==> config.mk <==
export PLATFORM = sky130hd
export DESIGN_NAME = dbg_pulse_gen_flat
export DESIGN_NICKNAME = d
export VERILOG_FILES = /design/src/rtl/dbg_pulse_gen_if.sv /design/src/rtl/dbg_pulse_gen.sv /design/src/flat_wrapper.sv
export SDC_FILE = /design/constraint.sdc
export NUM_CORES = 1
export LEC_CHECK = 0
export BUFFER_PORTS_ARGS = -buffer_cell sky130_fd_sc_hd__clkbuf_2
export CORE_ASPECT_RATIO = 0.7
export CORE_MARGIN = 8
export CORE_UTILIZATION = 34
export CTS_CLUSTER_SIZE = 30
export DETAILED_ROUTE_END_ITERATION = 6
export PLACE_DENSITY_LB_ADDON = 0.3
export SETUP_SLACK_MARGIN = 0.1
export SYNTH_ARGS = -nofsm -noshare
export SYNTH_HDL_FRONTEND = slang
export SYNTH_SLANG_ARGS = --single-unit
==> constraint.sdc <==
create_clock -name clk -period 2.5 [get_ports clk]
set_input_delay 0 -clock clk [delete_from_list [all_inputs] [get_ports clk]]
set_output_delay 0 -clock clk [all_outputs]
set_load 0.01 [all_outputs]
==> src/rtl/dbg_pulse_gen_if.sv <==
// Host register bus shared by the debug blocks: one-hot write/read strobes plus byte data.
// Latency: write strobes take effect on the next clock edge; read data is combinational.
// Backpressure: none; the host may write or read on any cycle.
interface dbg_pulse_gen_if #(
  parameter int WE_WIDTH = 8,
  parameter int RE_WIDTH = 8
);
  logic [WE_WIDTH-1:0] we_bit;
  logic [RE_WIDTH-1:0] re_bit;
  logic [7:0]          wdata;
  logic [7:0]          rdata;

  // Host side drives strobes and write data and receives read data.
  modport master (output we_bit, output re_bit, output wdata, input rdata);
  // Register block side.
  modport slave  (input we_bit, input re_bit, input wdata, output rdata);
endinterface

==> src/rtl/dbg_pulse_gen.sv <==
// Debug pulse generator: drives sig high/low for host-programmed cycle counts, finite or continuous.
// Latency: sig/busy/done change one cycle after the state decision; register reads are combinational.
// Backpressure: none; START while busy is ignored, STOP always wins and returns to idle.
module dbg_pulse_gen #(
  parameter int C_CNT_WH = 12,
  parameter int WE_WIDTH = 8,
  parameter int RE_WIDTH = 8
) (
  input  logic             clk,
  input  logic             rst,
  dbg_pulse_gen_if.slave   host,
  output logic             sig,
  output logic             busy,
  output logic             done
);

  typedef enum logic [1:0] {
    IDLE = 2'd0,
    HIGH = 2'd1,
    LOW  = 2'd2
  } state_t;

  state_t              state;
  logic [C_CNT_WH-1:0] hi_len;
  logic [C_CNT_WH-1:0] lo_len;
  logic [7:0]          rep;
  logic                cont;
  logic                idle_lvl;
  logic [C_CNT_WH-1:0] cnt;
  logic [7:0]          remain;

  // Control strobes and the post-write view of the stored control bits.
  logic ctrl_wr;
  logic start;
  logic stop;
  logic cont_next;
  logic idle_next;
  logic [7:0] rep_next;
  logic re_one_hot;

  assign ctrl_wr   = host.we_bit[0];
  assign start     = ctrl_wr & host.wdata[0];
  assign stop      = ctrl_wr & host.wdata[1];
  assign cont_next = ctrl_wr ? host.wdata[2] : cont;
  assign idle_next = ctrl_wr ? host.wdata[3] : idle_lvl;
  assign rep_next  = host.we_bit[5] ? host.wdata : rep;

  // Strobe bits above the register map have no effect.
  if (WE_WIDTH > 6) begin : g_we_spare
    logic unused_we;
    assign unused_we = ^host.we_bit[WE_WIDTH-1:6];
  end

  // A zero length still yields a one-cycle phase so the counter never wraps.
  function automatic logic [C_CNT_WH-1:0] eff(input logic [C_CNT_WH-1:0] x);
    return (x == '0) ? C_CNT_WH'(1) : x;
  endfunction

  // Host-writable configuration registers; multiple strobes in one cycle all apply.
  always_ff @(posedge clk) begin
    if (rst) begin
      hi_len   <= '0;
      lo_len   <= '0;
      rep      <= '0;
      cont     <= 1'b0;
      idle_lvl <= 1'b0;
    end else begin
      if (host.we_bit[0]) begin
        cont     <= host.wdata[2];
        idle_lvl <= host.wdata[3];
      end
      if (host.we_bit[1]) hi_len[7:0]          <= host.wdata;
      if (host.we_bit[2]) hi_len[C_CNT_WH-1:8] <= host.wdata[C_CNT_WH-9:0];
      if (host.we_bit[3]) lo_len[7:0]          <= host.wdata;
      if (host.we_bit[4]) lo_len[C_CNT_WH-1:8] <= host.wdata[C_CNT_WH-9:0];
      if (host.we_bit[5]) rep                  <= host.wdata;
    end
  end

  // Phase sequencer: owns state, phase counter, period budget and all registered outputs.
  always_ff @(posedge clk) begin
    if (rst) begin
      state  <= IDLE;
      cnt    <= '0;
      remain <= '0;
      sig    <= 1'b0;
      busy   <= 1'b0;
      done   <= 1'b0;
    end else begin
      done <= 1'b0;
      if (stop) begin
        state  <= IDLE;
        remain <= '0;
        sig    <= idle_next;
        busy   <= 1'b0;
      end else begin
        case (state)
          IDLE: begin
            sig  <= idle_next;
            busy <= 1'b0;
            if (start && (cont_next || rep_next != 8'd0)) begin
              state  <= HIGH;
              sig    <= 1'b1;
              busy   <= 1'b1;
              cnt    <= eff(hi_len);
              remain <= rep_next;
            end
          end
          HIGH: begin
            if (cnt == C_CNT_WH'(1)) begin
              state <= LOW;
              sig   <= 1'b0;
              cnt   <= eff(lo_len);
            end else begin
              cnt <= cnt - C_CNT_WH'(1);
            end
          end
          LOW: begin
            if (cnt == C_CNT_WH'(1)) begin
              if (cont_next) begin
                state <= HIGH;
                sig   <= 1'b1;
                cnt   <= eff(hi_len);
              end else if (remain <= 8'd1) begin
                // Last period done (or continuous mode dropped with no budget left).
                state  <= IDLE;
                remain <= '0;
                sig    <= idle_next;
                busy   <= 1'b0;
                done   <= 1'b1;
              end else begin
                state  <= HIGH;
                sig    <= 1'b1;
                cnt    <= eff(hi_len);
                remain <= remain - 8'd1;
              end
            end else begin
              cnt <= cnt - C_CNT_WH'(1);
            end
          end
          default: begin
            state <= IDLE;
            sig   <= idle_next;
            busy  <= 1'b0;
          end
        endcase
      end
    end
  end

  assign re_one_hot = (host.re_bit != '0) &&
                      ((host.re_bit & (host.re_bit - RE_WIDTH'(1))) == '0);

  // Read mux; anything other than a single select bit reads as zero.
  always_comb begin
    host.rdata = 8'h00;
    if (re_one_hot) begin
      if      (host.re_bit[0]) host.rdata = {5'b0, idle_lvl, cont, busy};
      else if (host.re_bit[1]) host.rdata = hi_len[7:0];
      else if (host.re_bit[2]) host.rdata = 8'(hi_len[C_CNT_WH-1:8]);
      else if (host.re_bit[3]) host.rdata = lo_len[7:0];
      else if (host.re_bit[4]) host.rdata = 8'(lo_len[C_CNT_WH-1:8]);
      else if (host.re_bit[5]) host.rdata = rep;
      else if (host.re_bit[6]) host.rdata = remain;
      else if (host.re_bit[7]) host.rdata = {6'b0, state};
      else                     host.rdata = 8'h00;
    end
  end

endmodule
==> src/flat_wrapper.sv <==
// flat-port wrapper written by rule: the top's interface ports become plain ports
module dbg_pulse_gen_flat 
#(
  parameter int C_CNT_WH = 12,
  parameter int WE_WIDTH = 8,
  parameter int RE_WIDTH = 8
)
  (clk, rst, sig, busy, done, host_we_bit, host_re_bit, host_wdata, host_rdata);
  dbg_pulse_gen_if #(.WE_WIDTH(WE_WIDTH), .RE_WIDTH(RE_WIDTH)) host_i ();
  input  logic clk;
  input  logic rst;
  output logic sig;
  output logic busy;
  output logic done;
  input wire logic [$bits(host_i.we_bit)-1:0] host_we_bit;
  input wire logic [$bits(host_i.re_bit)-1:0] host_re_bit;
  input wire logic [$bits(host_i.wdata)-1:0] host_wdata;
  output wire logic [$bits(host_i.rdata)-1:0] host_rdata;
  assign host_i.we_bit = host_we_bit;
  assign host_i.re_bit = host_re_bit;
  assign host_i.wdata = host_wdata;
  assign host_rdata = host_i.rdata;
  dbg_pulse_gen #(.C_CNT_WH(C_CNT_WH), .WE_WIDTH(WE_WIDTH), .RE_WIDTH(RE_WIDTH)) u_core (.clk(clk), .rst(rst), .host(host_i), .sig(sig), .busy(busy), .done(done));
endmodule
======== Yosys cells after proc, flatten, opt, wreduce, memory -nomap -nowiden ========
Cells that the tools add are included.
W data, S select, Z words.
cells by class
  mux-type cells .......................... 44
  reductions and logical operators ........ 18
  magnitude comparators ................... 1
  bitwise operators ....................... 7
  equality and inequality tests ........... 11
  $add $sub $neg .......................... 3
operators with widths
  operator                 number
  $mux W8                  13
  $mux W12                 7
  $pmux W12 S3             1
  $logic_not A12 Y1        2
  $pmux W8 S2              1
  $reduce_bool A8 Y1       2
  $sub A8 B1 Y8 const B    2
  $mux W1                  14
  $eq A12 B1 Y1 const B    1
  $reduce_and A4 Y1        3
  $sub A12 B1 Y12 const B  1
  $mux W2                  5
  $and A8 B8 Y8            1
  $le A8 B1 Y1 const B     1
  $logic_not A8 Y1         1
  $ne A2 B1 Y1 const B     4
  $ne A3 B1 Y1 const B     2
  $pmux W1 S3              2
  $pmux W2 S3              1
  $reduce_or A5 Y1         1
  $ne A4 B3 Y1 const B     1
  $not A1 Y1               4
  $reduce_and A3 Y1        1
  $reduce_bool A3 Y1       1
  10 further kinds         12
storage, ports and cells
  input bits .............................. 26
  logic and storage cells ................. 97
  output and inout port bits .............. 11
  register bits ........................... 59

======== Depth between registers and ports, before layout ========
Gate-level depths: netlist of the first run.
  depth in word-level cells ............... 9
  depth in mapped cells ................... 9
  depth with buffers taken out ............ 8

======== Least setup slack after synthesis of the first run ========
No wires, ideal clock.
  path kind ............................... flip-flop to flip-flop
  start ................................... register u_core.remain[0]
  end ..................................... register u_core.cnt[5]
  stages on the path, launching flop included .. 9
  slack ................................... 467 ps
  period minus slack after synthesis ...... 2,033 ps
  data required time ...................... 2,424 ps
  library setup time ...................... 76 ps
  arrival time ............................ 1,957 ps
  buffers on the path ..................... 0
  cells stage by stage .................... dfxtp_1 -> inv_1 -> ha_1 -> nor2_1 -> or4_4 -> nor3_4 -> a211oi_1 -> nand2b_1 -> o21ai_0
on the way
  longest elaborated chain between the ends .. 3
RTL lines
  what                         RTL line              source
  start, declared              dbg_pulse_gen.sv:30   logic [7:0] remain;
  start signal, assigned       dbg_pulse_gen.sv:106  remain <= rep_next;
  start signal, assigned       dbg_pulse_gen.sv:135  remain <= remain - 8'd1;
  $le A8 B1 Y1                 dbg_pulse_gen.sv:124  end else if (remain <= 8'd1) begin
  $ne A4 B3 Y1 (no line)       n/a
  $reduce_and A4 Y1 (no line)  n/a
  end signal, assigned         dbg_pulse_gen.sv:123  cnt <= eff(hi_len);
  end signal, assigned         dbg_pulse_gen.sv:134  cnt <= eff(hi_len);
  end signal, assigned         dbg_pulse_gen.sv:138  cnt <= cnt - C_CNT_WH'(1);
  end, declared                dbg_pulse_gen.sv:29   logic [C_CNT_WH-1:0] cnt;
No other way between the ends.
A chain may end at the register's enable or synchronous reset.

======== Worst setup path after layout of the first run ========
  start ................................... register u_core.remain[0]
  end ..................................... register u_core.cnt[9]
The elaborated chain is that of the path after synthesis.

==> results of run 1 <==
## worst max-delay path, delay by kind of cell, from the launching register on
family          cells  cell delay, ns
compound gates      3            0.62
fa+ha+maj           1            0.25
buf+inv             1            0.11
flops               1            0.35
simple gates        3            0.82
## stage by stage
step | hold slack, ns | cells | total power, mW
after floorplan | 0.147 | 477 | 1.51
after global placement | 0.294 | 624 | 1.67
after detailed placement | 0.298 | 624 | 1.68
after CTS | 0.0167 | 644 | 2.93
after global routing | 0.0322 | 649 | 3.08
final | 0.0334 | 649 | 2.94
## timing repair
action	CTS	global route
resized for setup	0	8
endpoints found under the setup margin	0	14
setup buffers	0	5
endpoints found under the hold margin	9	0
hold buffers	4	0
## report_power, final
| part | internal (mW) | total [mW] | switching, mW |
|---|---|---|---|
| combinational | 0.250 | 0.629 | 0.379 |
| clock | 0.793 | 1.24 | 0.444 |
| sequential | 1.00 | 1.08 | 0.0767 |
| total | 2.05 | 2.94 | 0.900 |
## logic make-up after synthesis
kind of cell	after synthesis
AOI/OAI and AO/OA	145
xor gates and xnor gates	1
adders and majority gates	8
buffers and inverters	56
DFF	59
muxes	35
and+or+nand+nor	173
## state kept, by name (all words and copies together), names as in the netlist
name,flops
u_core.busy,1
u_core.cnt,12
u_core.cont,1
u_core.idle_lvl,1
u_core.remain,8
u_core.state,2
u_core.rep,8
u_core.hi_len,12
u_core.sig,1
u_core.done,1
u_core.lo_len,12
## placed cells by master, fill, tap and decap left out, types with 7 or more instances in the layout
| cell | instances |
|---|---|
| clkbuf_16 | 9 |
| nor4_1 | 7 |
| o21ai_0 | 28 |
| buf_4 | 15 |
| mux2i_1 | 34 |
| nor2_1 | 61 |
| inv_1 | 23 |
| o211ai_1 | 8 |
| a21oi_1 | 43 |
| dfxtp_1 | 58 |
| nor3_1 | 17 |
| clkbuf_2 | 34 |
| nor2b_1 | 8 |
| a221oi_1 | 7 |
| nand2_1 | 37 |
| ha_1 | 7 |
## metal layers
| metal | vias to the layer above | share of wire |
|---|---|---|
| li1 | 1808 | - |
| met5 | - | 0 |
| met1 | 1809 | 0.52 |
| met2 | 139 | 0.41 |
| met4 | 0 | 0.0089 |
| met3 | 11 | 0.070 |
## worst paths after layout
| check | from | endpoint | slack (ns) |
|---|---|---|---|
| worst max register to register | u_core.remain[0] | u_core.cnt[9] | 0.24 |
| worst min-delay path | host_we_bit[4] | u_core.lo_len[9] | 0.03 |
| worst min register to register | u_core.cnt[3] | u_core.cnt[3] | 0.49 |
| worst max-delay path | u_core.remain[0] | u_core.cnt[9] | 0.24 |
## layout make-up
class	count	area (um2)
flip-flops and latches	59	1180
multi-input cells	362	2310
repair buffers	53	323
inverters	23	86.3
well taps	136	170
clock inverters	5	52.6
clock buffers	11	243
fillers	1122	6440
==> run summary, run 1 <==
The flow ran to the end, and the final reports show no timing, DRC or antenna violations. The residual overflow from global routing is 0. Type of destination of the critical path: a flop.

For this block, the routed nets add up to 11.8 mm of wire. The largest area contributor in the synthesized netlist was dfxtp_1. The detail route stage leaves a number of antenna-violating nets equal to 0. TritonCTS built the clock tree. Counting flops with a built-in enable in the synthesized netlist gives 0.

The basic-gate share of the synthesized area counting and, or, nand and nor cells is 0.230, and the final antenna diode count is 0. The critical setup path kind is flop to flop. For this block, the via count after detailed routing is 3767. VDD sags by at most 0.000321 V. The run gives 0.33 ns as the insertion delay of the later-clocked pin in the worst-skew pair.

The minimum clock period works out to 2.26 ns. The first global-routing pass estimated 18.8 mm of wire. Depth of the worst register-to-register path: 8.

The number of buffers inserted during clock tree synthesis is 9. The period utilization works out to 0.906. By count the netlist is led by nor2_1, dfxtp_1, a21oi_1.

The post-synthesis async set-or-reset flop share works out to 0. The logs give 0 for the number of pins with negative max-slew slack in the final report and 0.233 for the met2 demand-to-capacity share in global routing. The tools report the I/O pin total as 37.

After detailed routing, the average wire length per cell comes to 18.2 um. The number of nets in the layout is 542, and the area of the mapped netlist is 3690 um2. The flip-flop and latch count after synthesis works out to 59. The slowest stage of the critical path is the or4_4 cell. Compared with the post-synthesis result, the final layout area differs by 18.3%.

The area share of the largest cell type after synthesis came out at 0.320. The die boundary width was 141 um; the share of final-layout standard cells stronger than drive strength 1 was 0.168. The largest single stage delay on the critical path is 0.56 ns. The largest net degree at the start of global routing was 28; the final standard cell utilization of the core was 0.404.

At the worst endpoint, the required time is 2.73 ns. In the post-route analysis, the smallest setup slack over all paths is 0.235 ns. During synthesis, Yosys emitted a total of 0 warnings. The instance count along the most critical hold path works out to 3. By area, the combinational part of the netlist is dominated by compound AO/OA/AOI/OAI gates.

The standby leakage power is 1.74 nW, and the complex-gate fraction of the synthesized area is 0.264. The detailed placement HPWL is 8.74 mm. Yosys instantiated no cell more often than nor2_1. After global routing, the most crowded layer is met1.

Static timing analysis puts the maximum clock frequency at 442 MHz. The effective utilization at floorplan was 0.342; the area of all placed cells without fillers was 4370 um2. Traced cell by cell, the critical path runs through inv_1 -> ha_2 -> nor2_2 -> or4_4 -> nor3_4 -> a211o_4 -> a21oi_1 -> a221oi_2. The clock tree buffer depth is 2.

The area enclosed by the die boundary came out at 14500 um2. Counting distinct cell types in the post-synthesis netlist gives 56. The portion of netlist area occupied by mux cells was 0.0952; the sequential element share of the synthesized area was 0.320.

For the first-pass iteration count of the detailed router, the log shows 5. The vertical die dimension is 103 um, and the setup TNS is 0 ns. Number of violations reported at the end of detailed-routing iteration 0: 355. By area the synthesized netlist is led by dfxtp_1, mux2i_1, nor2_1.

The worst hold-check path type was input port to flop. The core box area is 10800 um2, and the post-synthesis share of cell area spent on full adders, half adders and majority gates is 0.0271. The run gives 0 as the hold violation count in the final report. The number of cell rows was 32; the mean instance size in the synthesized netlist was 7.75 um2. After clock tree synthesis, the clock-pin slew on the worst setup and hold paths is 0.06 ns.

For the synthesized instance count, the log shows 477. Setup repair after global routing left no endpoint under its margin. The H-tree depth is 3, and the slew at the pin with the worst max-slew slack is 0.677 ns.

Area share of xor/xnor cells in the synthesized design: 0.00237. The logs give 0.00674 ns for the final worst clock skew and 3970 um2 for the instance area at placement. The worst setup path is launched from a flop. The run gives 3521 as the number of global-route vias before repair.

The count of port buffers added during placement is 34, and the net count after synthesis is 511. The tool flagged a number of max-cap violations equal to 0. The main flop type after synthesis was dfxtp_1.

The relative slew slack came out at 0.548. Met3 usage: 0.0403. The routing usage on met1 was 0.244. The clock net in this run drives a total of 59 sinks.

In this run the power density over the cells is 674 nW/um2. In this run the worst path has a maximum fanout of 11. The average via count per standard cell is 5.80. In the routed design, unresolved DRC markers number 0. At the placement stage, the worst setup path has a slack of 0.129 ns.

Total global routing track utilization: 0.166. The tools report the number of antenna violations at the first check in global routing as 0. The congestion estimate from routability-driven global placement came to 0.869. The cell at the root of the clock tree is clkbuf_16. The run gives 2.49 ns as the endpoint arrival time on the critical path. Setup violations remaining at the end of the flow were counted as 0.
(Power assumes the default switching activity.)
==> run 2, diff against run 1 <==
--- a/config.mk
+++ b/config.mk
@@ -7,7 +7,6 @@
 export LEC_CHECK = 0
 export BUFFER_PORTS_ARGS = -buffer_cell sky130_fd_sc_hd__clkbuf_2
 export CORE_ASPECT_RATIO = 0.7
-export CORE_MARGIN = 8
 export CORE_UTILIZATION = 34
 export CTS_CLUSTER_SIZE = 30
 export DETAILED_ROUTE_END_ITERATION = 6
==> run 2 against run 1 <==
Against the previous run:
- cell count fell by 1.1%
- worst setup slack got worse by 0.056 ns
- sequential share of layout area fell by 0.18 points
- wire length fell by 1.6%
- clock power rose by 20%
- register-to-register slack got worse by 0.06 ns
- critical endpoint is now u_core.cnt[5]
- critical path type unchanged
- count of clock-buffer cells in the layout rose by 1
==> run summary, run 2 (same netlist as run 1, synthesis figures left out) <==
The largest fanout of any net on the critical path is 5 (-6), and the clock-pin slew of the registers on the worst-case setup and hold paths is 0.05 ns (about the same). The H-tree depth was 3 (unchanged); the first-pass iteration count of the detailed router was 7 (+2). Number of nets in the layout: 539 (-0.55%). The tools report the number of remaining DRC errors as 0 (unchanged). The die boundary width is 127 um (-10%). Setup repair after global routing left no endpoint under its margin. The largest registers in the layout are u_core.cnt (12), u_core.hi_len (12), u_core.lo_len (12).

The library cell used most frequently in the layout, excluding fill and tap cells, is nor2_1. The tools report the core box area as 10500 um2 (-3.1%). The run gives 0 ns (unchanged) as the setup TNS.

The share of final-layout standard cells stronger than drive strength 1 came out at 0.157 (-0.0108). The logs give 642 (-1.1%) for the filler-free cell count of the finished design and 0 (unchanged) for the residual antenna-violating net count after detailed routing. The run gives 37 (unchanged) as the I/O pin total. The run finished with clean final reports. The number of global-route vias before repair was 3337 (-5.2%). The logs give 17.7 mm (-5.9%) for the first-pass GRT wire length and 2.76 ns (+0.03 ns) for the data required time at the worst endpoint.

The run gives 0.879 (+1.0%) as the global placement routability congestion. The final standard cell utilization of the core is 0.420 (+0.0154), and the endpoint arrival time on the critical path is 2.58 ns (+0.09 ns). The logs give 0.209 (+0.0432) for the total global routing track utilization and 2 (unchanged) for the clock tree buffer depth. Post-CTS repair timing setup buffer count: 0 (unchanged). In this run the worst hold path is classified as input port to flop. TritonCTS built the clock tree.

The period utilization was 0.928 (+0.0224); the sum of routed wire length over all layers was 11.6 mm (-1.6%). The area of all placed cells without fillers was 4400 um2 (+0.57%). The tools report the setup violation total in the final timing report as 0 (unchanged). From synthesis to final layout, the design area changed by 19.0%. The total number of vias is 3839 (+1.9%).

The minimum clock period is 2.32 ns (+0.0560 ns). The run gives 1.76 nW (+1.2%) as the standby leakage power. The instance area at placement was 3980 um2 (+0.25%). The tools report the max-capacitance violation count as 0 (unchanged).

Number of cell rows: 31 (-3.1%). The sort of element at the start of the critical path is a flop. Leaving out fill and tap cells, the most frequent cells in the layout are nor2_1, dfxtp_1, a21oi_1.

The cell at the root of the clock tree is clkbuf_16. The effective utilization at floorplan is 0.353 (+0.0110). The residual overflow from global routing is 0 (unchanged), and the clock sink count is 59 (unchanged).

The count of port buffers added during placement was 34 (unchanged). The logs give 0.0466 ns (+0.0132 ns) for the hold slack and 0.00774 ns (+0.00100 ns) for the final worst clock skew. The number of violations reported at the end of detailed-routing iteration 0 was 277 (-22%); the detailed placement HPWL was 8.59 mm (-1.7%). The average routed wire per standard cell works out to 18.1 um (-0.49%). The tools report the maximum achievable frequency as 431 MHz (-2.4%). The tools report the number of buffers inserted during clock tree synthesis as 9 (unchanged). The run gives 0.33 ns (about the same) as the insertion delay of the later-clocked pin in the worst-skew pair. The logs give 11300 um2 (-22%) for the area enclosed by the die boundary and 0 (unchanged) for the hold violation count in the final report. The slew at the pin with the worst max-slew slack works out to 0.650 ns (-0.0274 ns). The total power per unit cell area works out to 725 nW/um2 (+7.7%).

The worst setup path is of the flop to flop kind. The vertical die dimension is 89.2 um (-14%). The number of pins with negative max-slew slack in the final report is 0 (unchanged), and the largest net degree at the start of global routing is 27 (-3.6%). The tools report the relative slew slack as 0.567 (+0.0182). The maximum VDD drop is 0.000291 V (-9.4%), and the average via count per standard cell is 5.98 (+3.0%). Number of antenna violations at the first check in global routing: 0 (unchanged). The tools report the post-placement cell count as 622 (-0.32%). The tools report the final antenna diode count as 0 (unchanged). The type of destination of the critical path was a flop.
-- run 2: changes by cell type in the layout (fill, tap and decap cells not counted), sizes merged --
| cell | delta |
|---|---|
| clkinv | -2 |
| bufinv | +2 |
| clkinvlp | -1 |
| buf | -3 |
| clkbuf | +1 |
-- run 2: timing repair --
item                                    CTS  global route
endpoints found under the setup margin    0             7
endpoints found under the hold margin     9             0
gates resized for setup                   0             4
hold buffers                              4             0
-- run 2: per-stage QoR --
step                power, mW  setup slack [ns]
finish                   3.19             0.179
global route             3.32             0.105
CTS                      3.20             0.159
detailed placement       1.69             0.165
global placement         1.68             0.248
floorplan                1.51             0.467
-- run 2: final timing paths --
| path | start | depth (start not counted) | to | slack (ns) |
|---|---|---|---|---|
| setup / recovery | u_core.remain[0] | 9 | u_core.cnt[5] | 0.18 |
| hold reg to reg | u_core.cnt[3] | 2 | u_core.cnt[3] | 0.49 |
| hold / removal | host_we_bit[4] | 3 | u_core.lo_len[11] | 0.05 |
| setup reg to reg | u_core.remain[0] | 9 | u_core.cnt[5] | 0.18 |
-- run 2: worst max-delay path, cell delays in order, from the launching register on --
cell      delay (ns)
dfxtp_1         0.34
inv_1           0.12
ha_2            0.24
nor2_1          0.08
or4_4           0.58
nor3_4          0.21
a211oi_1        0.16
buf_4           0.19
a211o_1         0.24
o21ai_0         0.06
-- run 2: final cells by class --
| type | count | area (um2) |
|---|---|---|
| fill | 1073 | 6080 |
| timing repair buffer | 50 | 300 |
| sequential | 59 | 1180 |
| multi-input combinational | 362 | 2300 |
| tap | 132 | 165 |
| inverter | 23 | 86.3 |
| clock buffer | 12 | 267 |
| clock inverter | 4 | 95.1 |
-- run 2: metal layers --
| layer | vias up | global-route usage | share of wire |
|---|---|---|---|
| met2 | 177 | 0.297 | 0.41 |
| li1 | 1805 | - | - |
| met5 | - | 0 | 0 |
| met4 | 0 | 0.0756 | 0.011 |
| met3 | 11 | 0.0395 | 0.089 |
| met1 | 1846 | 0.310 | 0.49 |
-- run 2: power breakdown --
group / internal, mW / switching [mW] / leakage (nW)
clock network: 1.05 / 0.435 / 0.179
logic: 0.243 / 0.380 / 1.10
registers: 1.00 / 0.0761 / 0.485
==> run 3, diff against run 2 <==
==> constraint.sdc (replaced) <==
create_clock -name clk -period 2.5 [get_ports clk]
set_input_delay 0.25 -clock clk [delete_from_list [all_inputs] [get_ports clk]]
set_output_delay 0.25 -clock clk [all_outputs]
set_load 0.01 [all_outputs]
==> run 3 against run 2 <==
Against the previous run:
- wire length grew 1.5%
- register-to-register slack about the same
- worst hold slack better by 0.17 ns
- worst setup slack improved by 0.0073 ns
- clock skew decreased by 0.0028 ns
- count of clock-buffer cells in the layout rose by 1
- global-route usage increased by 0.62 points
- flip-flop and latch count unchanged
- combinational power up 2%
- highest routed layer unchanged
- cell count grew 0.62%
- total power is 9.6% lower
- critical path depth did not move
==> run summary, run 3 (same netlist as run 1, synthesis figures left out) <==
The combined area of the multi-input logic cells was 2300 um2 (about the same); the hold violation count in the final report was 0 (unchanged). The run finished with clean final reports. The instance count along the most critical hold path is 3 (unchanged). The library cell used most frequently in the layout, excluding fill and tap cells, is nor2_1. The total number of vias is 3849 (+0.26%). The logs give 0 (unchanged) for the residual overflow from global routing and 9 (unchanged) for the number of buffers inserted during clock tree synthesis. The logs give 5 (-2) for the first-pass iteration count of the detailed router and 11.8 mm (+1.5%) for the sum of routed wire length over all layers. The data required time at the worst endpoint is 2.76 ns (about the same), and the maximum achievable frequency is 432 MHz (+0.31%). The startpoint identified for the worst register-to-register timing path is u_core.remain[0]. The run gives 887 uW (-0.40%) as the switching power. The slew at the pin with the worst max-slew slack was 0.627 ns (-0.0234 ns). The relative slew slack is 0.582 (+0.0156). The sort of element at the start of the critical path was a flop.

The largest net degree at the start of global routing was 24 (-11%); the endpoint arrival time on the critical path was 2.57 ns (about the same). The area of all placed cells without fillers was 4340 um2 (-1.4%); the share of final-layout standard cells stronger than drive strength 1 was 0.167 (+0.0105). The maximum VDD drop was 0.000316 V (+8.5%); the detailed placement HPWL was 8.66 mm (+0.80%). The count of port buffers added during placement is 34 (unchanged).

For the hold slack, the log shows 0.215 ns (+0.168 ns). The number of nets in the layout is 544 (+0.93%), and the insertion delay of the later-clocked pin in the worst-skew pair is 0.33 ns (about the same). The run gives 31 (unchanged) as the number of cell rows.

For the clock tree buffer depth, the log shows 2 (unchanged). The number of antenna violations at the first check in global routing was 0 (unchanged). Leaving out fill and tap cells, the most frequent cells in the layout are nor2_1, dfxtp_1, a21oi_1. Startpoint of the most critical setup path: u_core.remain[0]. Setup repair after global routing could not meet its margin everywhere. The final worst clock skew is 0.00490 ns (-0.00284 ns), and the fraction of power consumed by the clock network is 0.405 (-0.061). The sequential share of power is 0.374 (+0.036). Max-capacitance violation count: 0 (unchanged). The core box area is 10500 um2 (unchanged).

The logs give 59 (unchanged) for the clock sink count and 11300 um2 (unchanged) for the area enclosed by the die boundary. The switching power as a share of total power is 0.308 (+0.0286). The area overhead of the layout relative to synthesis came out at 17.4%.

The tightest min-delay check is of the input port to flop type. The flip-flop and latch area is 1180 um2 (unchanged). The critical path is of the flop to flop type.

The average via count per standard cell was 5.96 (-0.36%); the period utilization was 0.925 (-0.00291). Final standard cell utilization of the core: 0.414 (-0.00573). The run gives 560 (+100%) as the number of violations reported at the end of detailed-routing iteration 0. The largest fanout of any net on the critical path works out to 6 (+1).

Final antenna diode count: 0 (unchanged). The internal portion of total power was 1.99 mW (-13%). I/O pin total: 37 (unchanged).

The logs give 0 (unchanged) for the setup violation total in the final timing report and 3307 (-0.90%) for the number of global-route vias before repair. The origin of the worst min-delay path was host_wdata[5]. The number of remaining DRC errors was 0 (unchanged); the power after layout was 2.88 mW (-9.6%). Effective utilization at floorplan: 0.353 (unchanged). The depth of the worst register-to-register path was 9 (unchanged); the total power per unit cell area was 664 nW/um2 (-8.4%). The die boundary width was 127 um (unchanged); the number of hold-repair buffers added at the cts stage was 0 (-4). The clock-pin slew of the registers on the worst-case setup and hold paths works out to 0.05 ns (about the same). The logs give 0.221 (+0.026) for the combinational fraction of design power and 0.215 (+0.00621) for the total global routing track utilization. The residual antenna-violating net count after detailed routing came out at 0 (unchanged). Number of pins with negative max-slew slack in the final report: 0 (unchanged). The largest registers in the layout are u_core.cnt (12), u_core.hi_len (12), u_core.lo_len (12). The minimum clock period works out to 2.31 ns (-0.00728 ns). The tools report the standby leakage power as 1.74 nW (-0.82%). The cell at the root of the clock tree is clkbuf_16. The instance area at placement is 4010 um2 (+0.75%). TritonCTS built the clock tree.

The average routed wire per standard cell was 18.3 um (+0.88%); the first-pass GRT wire length was 18.2 mm (+2.8%). The run gives 1095 (+2.1%) as the number of fillers in the final layout. The setup TNS was 0 ns (unchanged); the global placement routability congestion was 0.879 (unchanged). The type of destination of the critical path was a flop. The vertical die dimension is 89.2 um (unchanged). H-tree depth: 3 (unchanged).
## run 3: cell types whose count changed in the layout (fill, tap and decap cells not counted), sizes merged
cell,delta
buf,+8
dlygate4sd3,-4
bufinv,-3
a211o,+1
clkbuf,+1
clkinv,+1
## run 3: final cells by class
type	instances	share of cell area
inverter	23	0.0199
sequential	59	0.272
tap	132	0.0381
timing repair buffer	54	0.0739
clock buffer	13	0.0623
clock inverter	2	0.00231
multi-input combinational	363	0.531
## run 3: stage by stage
step / instances / worst slack (ns)
after detailed placement: 626 / 0.0792
after CTS: 643 / 0.159
after floorplan: 477 / 0.467
final: 646 / 0.187
after global placement: 626 / 0.154
after global routing: 646 / 0.0871
## run 3: path summary, 6_finish.rpt
path | end | slack (ns)
worst max-delay path | u_core.cnt[5] | 0.19
worst min-delay path | u_core.lo_len[5] | 0.21
worst min register to register | u_core.remain[1] | 0.49
worst max register to register | u_core.cnt[5] | 0.19
## run 3: critical path: stages (launching register included)
cell,delay [ns]
dfxtp_1,0.35
inv_1,0.12
ha_2,0.24
nor2_1,0.08
or4_4,0.56
nor3_4,0.28
a211oi_1,0.11
buf_4,0.18
a211o_1,0.25
o21ai_0,0.06
## run 3: power groups by stage
stage,clock (mW),sequential (mW),combinational [mW]
finish,1.17,1.08,0.635
global route,1.23,1.08,0.698
CTS,1.19,1.07,0.615
detailed placement,0,1.09,0.607
global placement,0,1.09,0.595
floorplan,0,1.07,0.440
## run 3: layer usage
metal | up-vias | global-route usage | share of wire
met4 | 0 | 0.0646 | 0.0066
met1 | 1838 | 0.327 | 0.49
met5 | - | 0 | 0
met3 | 7 | 0.0497 | 0.099
li1 | 1820 | - | -
met2 | 184 | 0.293 | 0.40
## run 3: timing repair
action,in CTS,in global routing
pin swaps,1,2
resized for setup,0,2
setup endpoints to repair,5,7
gates cloned,0,1
setup buffers,2,2
